$ cat src/rtl/pc_sequencer.sv
// pc_sequencer
//
// Program counter sequencer for the single-cycle processor. Each cycle it
// selects the next PC: either the sequential successor (PC + STEP) or the
// branch/jump target (PC + STEP + sign-extended word offset). While memory
// holds BUSYWAIT high the PC is frozen and the branch decision taken at stall
// entry is held until the stall ends. A one-cycle REDIRECT pulse follows every
// taken target load and RETIRED counts completed instructions.
//
// Parameters:
//   RESET_VECTOR : PC value loaded on reset (first fetch address)
//   STEP         : byte increment per sequential instruction (must be 4)
//
// Ports:
//   CLK        in   system clock, all state updates on rising edge
//   RESET      in   synchronous active-low reset
//   BUSYWAIT   in   memory stall, 1 = current instruction not complete
//   JUMP       in   unconditional jump
//   BRANCH_EQ  in   beq instruction
//   BRANCH_NE  in   bne instruction
//   ZERO       in   ALU zero flag
//   OFFSET     in   8-bit signed word offset
//   PC         out  current instruction address
//   PC_VALID   out  fetch enable, low only while booting
//   REDIRECT   out  one-cycle pulse after a taken jump/branch
//   RETIRED    out  completed instruction count, wraps mod 2^16

module pc_sequencer #(
  parameter logic [31:0] RESET_VECTOR = 32'h0000_0000,
  parameter int unsigned STEP         = 4
) (
  input  logic        CLK,
  input  logic        RESET,
  input  logic        BUSYWAIT,
  input  logic        JUMP,
  input  logic        BRANCH_EQ,
  input  logic        BRANCH_NE,
  input  logic        ZERO,
  input  logic [7:0]  OFFSET,
  output logic [31:0] PC,
  output logic        PC_VALID,
  output logic        REDIRECT,
  output logic [15:0] RETIRED
);

  typedef enum logic [1:0] {
    BOOT  = 2'd0,
    RUN   = 2'd1,
    STALL = 2'd2
  } state_t;

  state_t      state_q,       state_d;
  logic [31:0] pc_q,          pc_d;
  logic        pc_valid_q,    pc_valid_d;
  logic        redirect_q,    redirect_d;
  logic [15:0] retired_q,     retired_d;
  logic        pend_take_q,   pend_take_d;
  logic [31:0] pend_target_q, pend_target_d;

  logic        take;
  logic [31:0] seq_pc;
  logic [31:0] target_pc;
  logic [31:0] next_pc;

  // Branch decision and candidate addresses. JUMP and the branch terms are
  // simply OR'ed: every taken case resolves to the same target address.
  always_comb begin
    take      = JUMP | (BRANCH_EQ & ZERO) | (BRANCH_NE & ~ZERO);
    seq_pc    = pc_q + 32'(STEP);
    target_pc = seq_pc + {{22{OFFSET[7]}}, OFFSET, 2'b00};
    next_pc   = take ? target_pc : seq_pc;
  end

  // Next-state logic. Control inputs are only consulted in RUN; in STALL the
  // decision captured on entry is replayed when BUSYWAIT drops.
  always_comb begin
    state_d       = state_q;
    pc_d          = pc_q;
    pc_valid_d    = pc_valid_q;
    redirect_d    = 1'b0;
    retired_d     = retired_q;
    pend_take_d   = pend_take_q;
    pend_target_d = pend_target_q;

    unique case (state_q)
      BOOT: begin
        // The reset vector itself is the first fetch, so the PC stays put.
        state_d    = RUN;
        pc_valid_d = 1'b1;
      end
      RUN: begin
        if (BUSYWAIT) begin
          pend_take_d   = take;
          pend_target_d = next_pc;
          state_d       = STALL;
        end else begin
          pc_d       = next_pc;
          retired_d  = retired_q + 16'd1;
          redirect_d = take;
        end
      end
      STALL: begin
        if (!BUSYWAIT) begin
          pc_d       = pend_target_q;
          retired_d  = retired_q + 16'd1;
          redirect_d = pend_take_q;
          state_d    = RUN;
        end
      end
      default: begin
        state_d    = BOOT;
        pc_valid_d = 1'b0;
      end
    endcase
  end

  // State registers with synchronous active-low reset; reset overrides
  // everything, including a pending branch captured mid-stall.
  always_ff @(posedge CLK) begin
    if (!RESET) begin
      state_q       <= BOOT;
      pc_q          <= RESET_VECTOR;
      pc_valid_q    <= 1'b0;
      redirect_q    <= 1'b0;
      retired_q     <= 16'd0;
      pend_take_q   <= 1'b0;
      pend_target_q <= 32'd0;
    end else begin
      state_q       <= state_d;
      pc_q          <= pc_d;
      pc_valid_q    <= pc_valid_d;
      redirect_q    <= redirect_d;
      retired_q     <= retired_d;
      pend_take_q   <= pend_take_d;
      pend_target_q <= pend_target_d;
    end
  end

  assign PC       = pc_q;
  assign PC_VALID = pc_valid_q;
  assign REDIRECT = redirect_q;
  assign RETIRED  = retired_q;

endmodule

$ cat config.mk
export PLATFORM = sky130hd
export DESIGN_NAME = pc_sequencer
export DESIGN_NICKNAME = d
export VERILOG_FILES = /design/src/rtl/pc_sequencer.sv
export SDC_FILE = /design/constraint.sdc
export NUM_CORES = 1
export LEC_CHECK = 0
export ABC_AREA = 1
export BUFFER_PORTS_ARGS = -buffer_cell sky130_fd_sc_hd__buf_4
export CORE_MARGIN = 10
export CORE_UTILIZATION = 30
export DETAILED_ROUTE_END_ITERATION = 8
export GPL_ROUTABILITY_DRIVEN = 0
export HOLD_SLACK_MARGIN = 0.03
export MAX_ROUTING_LAYER = met4
export PLACE_DENSITY = 0.54
export SLEW_MARGIN = 20
export SYNTH_ARGS = -nofsm -noshare
export SYNTH_HDL_FRONTEND = slang
export SYNTH_SLANG_ARGS = --single-unit
$ cat constraint.sdc
create_clock -name CLK -period 3.6 [get_ports CLK]
set_input_delay 0.36 -clock CLK [delete_from_list [all_inputs] [get_ports CLK]]
set_output_delay 0.36 -clock CLK [all_outputs]
set_load 0.02 [all_outputs]
==> results.py, run 1 <==
metrics = {
    "finish": {
        "finalNetCount": 1256,
        "fillCellCount": 2510,
        "area_growth_pct": 15.5,
        "design_area_um2": 7980,
        "final_layout_size_suffix_gt1_frac": 0.113,
        "antenna_cells": 0,
        "finalNonFillerCells": 1489,
    },
    "yosys": {
        "netlist_top_cells_count": "nand2_1, inv_1, nor2_1",
        "synth_enable_flop_cells": 0,
        "syn_area_um2": 6900,
        "synthCells": 1142,
        "ys_seq_elements": 85,
        "yosysTopAreaCell": "dfxtp_1",
        "synth.distinct_cells": 46,
        "synth_most_common_cell": "nand2_1",
        "ys_seq_area_frac": 0.246,
        "postSynthAreaPerCell_um2": 6.05,
        "synth_top_area_frac": 0.246,
        "synthArstFlopShare": 0,
        "synth_area_leaders": "dfxtp_1, nand2_1, inv_1, nand3_1, ha_1",
        "synth.net_count": 1199,
        "synth_ff_type": "dfxtp_1",
        "synth_warnings": 0,
    },
    "sta": {
        "timing.fmax_ghz": 0.304,
        "worst_clock_skew_ns": 0.00854,
        "fin_tns_setup_ns": 0,
        "worst-slew-pin-transition_ns": 0.679,
        "slew_headroom": 0.544,
        "fin_crit_ns": 3.29,
        "grt_setup_unrepaired": "false",
        "hold_viol_final": 0,
        "slew_viol_final": 0,
        "setup_viol": 0,
        "fin_crit_sh": 0.913,
    },
    "global_route": {
        "grt_pass1_wl_um": 36400,
        "grt_max_degree": 58,
        "track_usage": 0.161,
        "grt_antenna_before_repair": 0,
        "overflow": 0,
        "grt_pass1_vias": 6842,
    },
    "die": {
        "rows": 55,
        "io_pins": 65,
        "die_x_um": 172,
        "start_util": 0.305,
        "fp.dieArea_um2": 29500,
        "dieHeight_um": 172,
        "core_area_um2": 22600,
    },
    "route": {
        "top_layer_used": "met4",
        "route.met2.wl_um": 10300,
        "drc": 0,
        "avgRoutedWirePerCell_um": 15.0,
        "drt-vias-per-instance": 4.77,
        "dr_total_vias": 7098,
        "wl_met1_um": 10500,
        "drtIter0Drc": 415,
        "wl_met3_um": 889,
        "firstDrtPassIters": 5,
        "wl_um": 22300,
        "postRouteAntennaNets": 0,
    },
    "clocking": {
        "ctsResizeCount": 0,
        "postCtsSetupBuffers": 0,
        "clk_path_buf_depth": 2,
        "clock-root-buffer": "clkbuf_16",
        "hold_buffers": 0,
        "clock_latency_ns": 0.36,
        "cts_buffers": 9,
        "clock_sinks": 85,
        "htree_levels": 3,
        "clkTransAtPathRegs_ns": 0.07,
        "cts_tree": "done",
    },
    "power": {
        "peakVddDrop_v": 0.000216,
        "leakage_uw": 0.00417,
        "p_per_area_nw_per_um2": 380,
    },
    "place": {
        "dpl-instance-area_um2": 7690,
        "place_inst": 1473,
        "hpwl_um": 17300,
        "portBuffers": 64,
    },
    "setup_path": {
        "cp-end-kind": "flop",
        "critPathMaxFanout": 5,
        "cp_data_arrival_time_ns": 3.54,
        "critical_path_class": "reg2reg",
        "rrSetupSlack_ns": 0.31,
        "cp-start-kind": "flop",
        "critPathRequiredTime_ns": 3.85,
    },
    "hold_path": {
        "hp-class": "in2reg",
    },
    "flow_run": {
        "max_cap_viol_count": 0,
    },
    "outcome": {
        "status": "complete, no violations",
    },
}
power by group:
group / leakage [uW] / internal, uW / switching [uW]
clock: 0.000132 / 479 / 442
combinational: 0.00335 / 351 / 654
sequential: 0.000693 / 1030 / 78.2
layer usage:
| layer | vias to the layer above | GRT usage |
|---|---|---|
| li1 | 3752 | - |
| met1 | 3179 | 0.202 |
| met2 | 135 | 0.260 |
| met3 | 32 | 0.0268 |
| met4 | 0 | 0.0488 |
| met5 | - | - |
through the flow:
stage | hold WS [ns] | worst slack [ns] | total power [uW] | util
2_1_floorplan | 0.454 | 0.805 | 1810 | -
3_3_place_gp | 0.477 | 0.275 | 2120 | 0.340
3_5_place_dp | 0.483 | 0.273 | 2120 | 0.340
4_1_cts | 0.393 | 0.249 | 3060 | 0.352
5_1_grt | 0.428 | 0.0194 | 3240 | 0.352
6_report | 0.400 | 0.314 | 3030 | 0.352
flip-flops by register name, indices dropped and copies added (netlist names):
signal	cells
PC	32
pend_target_q	32
RETIRED	16
state_q	2
PC_VALID	1
REDIRECT	1
pend_take_q	1
final cells by class:
type,instances,area (um2),share of cell area
Multi-Input combinational cell,845,4370,0.548
Sequential cell,85,1700,0.213
Inverter,177,664,0.0833
Timing Repair Buffer,81,608,0.0762
Tap cell,285,357,0.0447
Clock inverter,5,45.0,0.00565
Clock buffer,11,233,0.0292
cell usage in the layout, fill, tap and decap left out, drive strengths merged:
| master | netlist | routed |
|---|---|---|
| a21o | 1 | 1 |
| a21oi | 95 | 95 |
| a221oi | 1 | 1 |
| a22oi | 1 | 1 |
| a2bb2oi | 1 | 1 |
| a31oi | 1 | 1 |
| and2 | 3 | 3 |
| buf | 12 | 81 |
| clkbuf | 21 | 11 |
| clkinv | 2 | 4 |
| clkinvlp | 0 | 1 |
| dfxtp | 85 | 85 |
| fa | 1 | 1 |
| ha | 41 | 41 |
| inv | 175 | 177 |
| nand2 | 321 | 321 |
| nand2b | 1 | 1 |
| nand3 | 105 | 105 |
| nand3b | 3 | 3 |
| nand4 | 9 | 9 |
| nor2 | 127 | 127 |
| nor3 | 14 | 14 |
| nor3b | 1 | 1 |
| nor4 | 2 | 2 |
| o211ai | 15 | 15 |
| o21a | 4 | 4 |
| o21ai | 58 | 58 |
| o21bai | 6 | 6 |
| or2 | 5 | 5 |
| xnor2 | 8 | 8 |
| xor2 | 21 | 21 |
cell families after synthesis:
logic type / after synthesis / synth area share
DFF: 85 / 0.246
xor gates and xnor gates: 29 / 0.0390
AOI/OAI and AO/OA: 183 / 0.144
and+or+nand+nor: 591 / 0.370
buffers and inverters: 212 / 0.124
adders and majority gates: 42 / 0.0772
worst max-delay path: stages, from the launching register on:
cell      delay, ns
dfxtp_1        0.48
nand2_2        0.13
nor2_1         0.26
nand2_2        0.14
nor4_1         0.28
buf_4          0.20
nand2_1        0.06
and2_1         0.20
ha_1           0.29
nand2_1        0.08
nor2_1         0.21
nand2_1        0.15
nor2_1         0.12
nand2_1        0.13
nand2_1        0.10
nand2_1        0.05
nand3_1        0.08
nand3_1        0.08
o211ai_1       0.09
inv_1          0.05
worst paths after layout:
path | start | end | cells after the start
max reg2reg | PC[13]$_SDFFE_PN0P_ | pend_target_q[30]$_SDFFE_PN0P_ | 19
min reg2reg | pend_target_q[1]$_SDFFE_PN0P_ | PC[1]$_SDFFE_PN0P_ | 2
min | BUSYWAIT | RETIRED[0]$_SDFFE_PN0P_ | 5
max | PC[13]$_SDFFE_PN0P_ | pend_target_q[30]$_SDFFE_PN0P_ | 19
No activity file was read; power rests on OpenSTA's default activity.
==> run 2, diff against run 1 <==
ABC_AREA = not set   (was 1)
REMOVE_ABC_BUFFERS = 1   (was not set)
==> run 2 against run 1 <==
  * Routed wire length is 11% lower
  * Clock-buffer cell count up 1
  * Utilization is 3.6 points higher
  * Via count fell by 13%
  * Worst setup slack worse by 0.19 ns
  * Sequential share of layout area is 0.52 points higher
  * Die area fell by 10%
  * Clock power rose by 5.9%
  * Maximum frequency is 5.5% lower
  * Hold slack lost 0.020 ns
  * Critical endpoint is now PC[27]$_SDFFE_PN0P_
  * Largest cell class unchanged
  * Highest routed layer unchanged
==> results.py, run 2 <==
metrics = {
    "clocking": {
        "clkTransAtPathRegs_ns": 0.06,
        "hold_buffers": 0,
        "cts_tree": "done",
        "cts_buffers": 9,
        "clk_path_buf_depth": 2,
        "clock_latency_ns": 0.34,
        "clock-root-buffer": "clkbuf_16",
        "htree_levels": 3,
        "clock_sinks": 85,
    },
    "global_route": {
        "grt_max_degree": 58,
        "gr-usage-met3": 0.0276,
        "track_usage": 0.150,
        "met2_usage": 0.236,
        "grt_antenna_before_repair": 0,
        "gr-max-usage-layer": "met2",
        "grt_pass1_wl_um": 31500,
        "met1_usage": 0.193,
        "overflow": 0,
        "grt_pass1_vias": 5947,
    },
    "yosys": {
        "ys_seq_area_frac": 0.279,
        "synthArstFlopShare": 0,
        "synth_top_family_by_area": "compound AO/OA/AOI/OAI gates",
        "synth_warnings": 0,
        "synth-xor-area-share": 0.0846,
        "synth_enable_flop_cells": 0,
        "synthCells": 798,
        "synth_top_area_frac": 0.279,
        "synth_area_leaders": "dfxtp_1, ha_1, a21oi_1, xnor2_1, nand2_1",
        "ys_seq_elements": 85,
        "netlist_top_cells_count": "dfxtp_1, nand2_1, nor2_1",
        "synth_fa_ha_area_frac": 0.0873,
        "postSynthAreaPerCell_um2": 7.65,
        "syn_area_um2": 6110,
        "yosysTopAreaCell": "dfxtp_1",
        "synth_ff_type": "dfxtp_1",
        "synth_most_common_cell": "dfxtp_1",
        "synth.distinct_cells": 64,
        "synth-compound-area-share": 0.250,
        "yosys.area_share.simple": 0.238,
        "synthMuxAreaShare": 0.0199,
    },
    "setup_path": {
        "rrSetupSlack_ns": 0.12,
        "r2r-start": "PC[3]$_SDFFE_PN0P_",
        "r2r-end": "PC[27]$_SDFFE_PN0P_",
        "rr_worst_depth": 12,
        "cp-start-kind": "flop",
        "critPathMaxFanout": 7,
        "critical_path_class": "reg2reg",
        "cp-end-kind": "flop",
        "critPathRequiredTime_ns": 3.79,
        "cp_data_arrival_time_ns": 3.67,
    },
    "finish": {
        "final_layout_size_suffix_gt1_frac": 0.236,
        "fillCellCount": 2112,
        "postLayoutCoreUtil": 0.389,
        "area_growth_pct": 28.0,
        "final_cell_mix": "buf_4, nand2_1, dfxtp_1",
        "antenna_cells": 0,
        "finalNetCount": 940,
        "final_common_cell": "buf_4",
        "finalNonFillerCells": 1157,
        "design_area_um2": 7820,
    },
    "power": {
        "net-switching-power_uw": 1120,
        "peakVddDrop_v": 0.000231,
        "p_seq_frac": 0.338,
        "leakage_uw": 0.00318,
        "p_per_area_nw_per_um2": 408,
        "p_comb_frac": 0.356,
        "swShare": 0.350,
        "power_frac_clock": 0.306,
        "p_int_uw": 2070,
    },
    "route": {
        "drtIter0Drc": 397,
        "wl_um": 19700,
        "firstDrtPassIters": 5,
        "dr_total_vias": 6169,
        "drc": 0,
        "avgRoutedWirePerCell_um": 17.1,
        "drt-vias-per-instance": 5.33,
        "postRouteAntennaNets": 0,
    },
    "outcome": {
        "status": "complete, no violations",
    },
    "sta": {
        "fin_crit_sh": 0.966,
        "worst-slew-pin-transition_ns": 1.04,
        "worst_clock_skew_ns": 0.00637,
        "grt_setup_unrepaired": "true",
        "slew_viol_final": 0,
        "slew_headroom": 0.308,
        "timing.fmax_ghz": 0.287,
        "hold_viol_final": 0,
        "fin_crit_ns": 3.48,
        "setup_viol": 0,
    },
    "die": {
        "fp.dieArea_um2": 26500,
        "start_util": 0.304,
        "dieHeight_um": 163,
        "rows": 52,
        "core_area_um2": 20100,
        "die_x_um": 163,
        "io_pins": 65,
    },
    "hold_path": {
        "hold_depth": 4,
        "hp-class": "in2reg",
        "min-delay-start": "BUSYWAIT",
        "min_to": "state_q[0]$_SDFFE_PN0P_",
    },
    "place": {
        "hpwl_um": 14300,
        "portBuffers": 64,
        "dpl-instance-area_um2": 7130,
        "place_inst": 1135,
    },
    "flow_run": {
        "max_cap_viol_count": 0,
    },
}
==> run 2: repair_timing <==
item                       in CTS  in global routing
buffers inserted                0                  7
resized for setup               2                 66
pin swaps                       0                 25
setup endpoints to repair       3                 22
==> run 2: metrics by stage <==
step           hold slack, ns  worst slack (ns)  setup TNS (ns)  total power (uW)
6_report                0.380             0.122               0              3190
5_1_grt                 0.413           -0.0392          -0.144              3380
4_1_cts                 0.369           0.00549               0              3140
3_5_place_dp            0.448           -0.0555         -0.0908              2160
3_3_place_gp            0.444           -0.0115         -0.0169              2160
2_1_floorplan           0.431            0.0547               0              1770
==> run 2: worst max path at each step <==
stage / start / slack (ns) / end
floorplan: PC[2]$_SDFFE_PN0P_ / 0.05 / PC[27]$_SDFFE_PN0P_
global placement: PC[12]$_SDFFE_PN0P_ / -0.01 / pend_target_q[31]$_SDFFE_PN0P_
detailed placement: PC[12]$_SDFFE_PN0P_ / -0.06 / pend_target_q[31]$_SDFFE_PN0P_
CTS: PC[12]$_SDFFE_PN0P_ / 0.005 / PC[27]$_SDFFE_PN0P_
global route: PC[4]$_SDFFE_PN0P_ / -0.04 / PC[27]$_SDFFE_PN0P_
finish: PC[3]$_SDFFE_PN0P_ / 0.12 / PC[27]$_SDFFE_PN0P_
==> run 2: cells by family (layout without fill, tap and decap cells) <==
group	count (synthesis)	in the layout
buffers and inverters	66	155
and+or+nand+nor	302	302
DFF	85	85
adders and majority gates	42	42
AOI/OAI and AO/OA	232	232
muxes	12	12
xor gates and xnor gates	59	59
==> run 2: per-layer routing <==
layer  vias up  wire length (um)
li1       3083                 -
met1      2925              9330
met2       141              9270
met3        20               888
met4         0               241
met5         -                 0
==> run 2: worst max-delay path, cell delays in order, from the launching register on <==
cell	delay (ns)
dfxtp_1	0.38
ha_2	0.26
nand3_1	0.14
xnor2_2	0.22
ha_2	0.36
a21o_1	0.23
a31o_1	0.24
o211ai_1	0.35
nand3_1	0.16
o21a_1	0.21
or3_1	0.39
a311oi_1	0.27
o32ai_1	0.12
==> run 2: power groups by stage <==
stage               sequential, uW  clock, uW  combinational, uW
floorplan                     1150          0                625
global placement              1090          0               1070
detailed placement            1100          0               1070
CTS                           1070        994               1070
global route                  1090       1040               1250
finish                        1080        976               1130
==> run 2: final cells by class <==
type	instances	area, um2	share of cell area
timing repair buffer	123	923	0.118
multi-input combinational	647	4470	0.572
sequential	85	1710	0.219
tap	270	338	0.0432
clock buffer	12	267	0.0341
clock inverter	3	43.8	0.00560
inverter	17	63.8	0.00817
==> run 3, diff against run 2 <==
ABC_AREA = 1   (was not set)
==> run 3 against run 2 <==
  * Worst setup slack improved by 0.21 ns
  * Die area increased by 11%
  * First-iteration DRC count rose by 2.8%
  * Critical path depth increased by 4
  * Sequential cell count stayed put
  * Critical endpoint is now pend_target_q[28]$_SDFFE_PN0P_
  * Largest cell class unchanged
==> results.py, run 3 (synthesis results as in run 1) <==
metrics = {
    "setup_path": {
        "rr_worst_depth": 16,
        "cp-end-kind": "flop",
        "r2r-start": "PC[20]$_SDFFE_PN0P_",
        "critPathMaxFanout": 7,
        "critical_path_class": "reg2reg",
        "setup.worst_path.start": "PC[20]$_SDFFE_PN0P_",
        "r2r-end": "pend_target_q[28]$_SDFFE_PN0P_",
        "rrSetupSlack_ns": 0.33,
        "critPathRequiredTime_ns": 3.84,
        "cp-start-kind": "flop",
        "crit_end": "pend_target_q[28]$_SDFFE_PN0P_",
        "cp_data_arrival_time_ns": 3.51,
    },
    "clocking": {
        "postCtsSetupBuffers": 0,
        "cts_buffers": 9,
        "clkTransAtPathRegs_ns": 0.07,
        "htree_levels": 3,
        "clock_sinks": 85,
        "clock_latency_ns": 0.35,
        "clk_path_buf_depth": 2,
        "clock-root-buffer": "clkbuf_16",
        "cts_tree": "done",
    },
    "die": {
        "dieHeight_um": 172,
        "start_util": 0.305,
        "die_x_um": 172,
        "io_pins": 65,
        "rows": 55,
        "fp.dieArea_um2": 29500,
        "core_area_um2": 22600,
    },
    "route": {
        "firstDrtPassIters": 5,
        "avgRoutedWirePerCell_um": 14.3,
        "drc": 0,
        "postRouteAntennaNets": 0,
        "drt-vias-per-instance": 4.78,
        "wl_um": 21400,
        "dr_total_vias": 7151,
        "drtIter0Drc": 408,
    },
    "power": {
        "net-switching-power_uw": 1130,
        "swShare": 0.367,
        "p_per_area_nw_per_um2": 382,
        "leakage_uw": 0.00422,
        "p_seq_frac": 0.355,
        "p_int_uw": 1950,
        "peakVddDrop_v": 0.000271,
        "power_uw": 3080,
        "power_frac_clock": 0.315,
        "p_comb_frac": 0.331,
    },
    "finish": {
        "finalNetCount": 1262,
        "antenna_cells": 0,
        "fillCellCount": 2462,
        "postLayoutCoreUtil": 0.356,
        "multi_input_area_um2": 4380,
        "seq_area_um2": 1700,
        "final_cell_mix": "nand2_1, inv_1, nor2_1",
        "final_common_cell": "nand2_1",
        "area_growth_pct": 16.7,
        "final_layout_size_suffix_gt1_frac": 0.119,
    },
    "sta": {
        "worst-slew-pin-transition_ns": 1.01,
        "fin_crit_sh": 0.909,
        "hold_viol_final": 0,
        "fin_tns_setup_ns": 0,
        "fin_crit_ns": 3.27,
        "timing.fmax_ghz": 0.306,
        "slew_headroom": 0.325,
        "worst_clock_skew_ns": 0.0131,
        "holdWs_ns": 0.415,
        "slew_viol_final": 0,
        "setup_slack_ns": 0.327,
        "grt_setup_unrepaired": "false",
        "setup_viol": 0,
    },
    "global_route": {
        "track_usage": 0.151,
        "grt_max_degree": 47,
        "grt_antenna_before_repair": 0,
        "grt_pass1_vias": 6609,
        "grt_pass1_wl_um": 34400,
        "overflow": 0,
    },
    "place": {
        "place_ws_ns": 0.339,
        "hpwl_um": 16700,
        "portBuffers": 64,
    },
    "flow_run": {
        "max_cap_viol_count": 0,
    },
    "outcome": {
        "status": "complete, no violations",
    },
    "hold_path": {
        "hp-class": "in2reg",
    },
}
## run 3: critical path, stage by stage (launching register included)
cell,delay [ns]
dfxtp_1,0.54
nand2_2,0.13
nor2_1,0.11
nand2_1,0.17
nor3_2,0.28
xor2_1,0.43
ha_1,0.33
a21oi_1,0.17
o21ai_0,0.15
nand2_1,0.08
nand2_1,0.05
a21oi_1,0.19
nand3_1,0.10
nand3_1,0.14
nand3_1,0.09
o211ai_1,0.13
inv_1,0.06
## run 3: area by class of cell
type / instances / share of cell area
Timing Repair Buffer: 87 / 0.0811
Tap cell: 285 / 0.0443
Clock inverter: 4 / 0.00683
Clock buffer: 12 / 0.0306
Multi-Input combinational cell: 845 / 0.544
Sequential cell: 85 / 0.211
Inverter: 177 / 0.0825
## run 3: timing repair
action | 4_1_cts | 5_1_grt
resized for setup | 0 | 6
hold buffers | 0 | 0
endpoints found under the setup margin | 0 | 10
## run 3: power groups by stage
stage	Combinational, uW	Clock [uW]	Sequential (uW)
floorplan	626	0	1160
global placement	1010	0	1110
detailed placement	1010	0	1110
CTS	1020	998	1090
global route	1160	1030	1100
finish	1020	970	1090
## run 3: layer usage
metal  wire length (um)  vias up  global-route usage
met2               9610      119               0.239
met4                535        0              0.0590
li1                   -     3763                   -
met1              10500     3243               0.192
met5                  0        -                   -
met3                711       26              0.0179
## run 3: worst min-delay path by stage
| stage | from | slack (ns) | cells after the start | endpoint |
|---|---|---|---|---|
| floorplan | pend_target_q[0]$_SDFFE_PN0P_ | 0.45 | 2 | PC[0]$_SDFFE_PN0P_ |
| global placement | pend_target_q[1]$_SDFFE_PN0P_ | 0.47 | 2 | pend_target_q[1]$_SDFFE_PN0P_ |
| detailed placement | pend_target_q[1]$_SDFFE_PN0P_ | 0.48 | 2 | pend_target_q[1]$_SDFFE_PN0P_ |
| CTS | BUSYWAIT | 0.40 | 5 | RETIRED[0]$_SDFFE_PN0P_ |
| global route | BUSYWAIT | 0.43 | 5 | RETIRED[0]$_SDFFE_PN0P_ |
| finish | BUSYWAIT | 0.42 | 5 | RETIRED[0]$_SDFFE_PN0P_ |
## run 3: through the flow
stage	cell area (um2)	std cells
5_1_grt	8060	1495
6_report	8060	1495
4_1_cts	8030	1495
3_5_place_dp	7730	1479
3_3_place_gp	7730	1479
2_1_floorplan	6720	1107
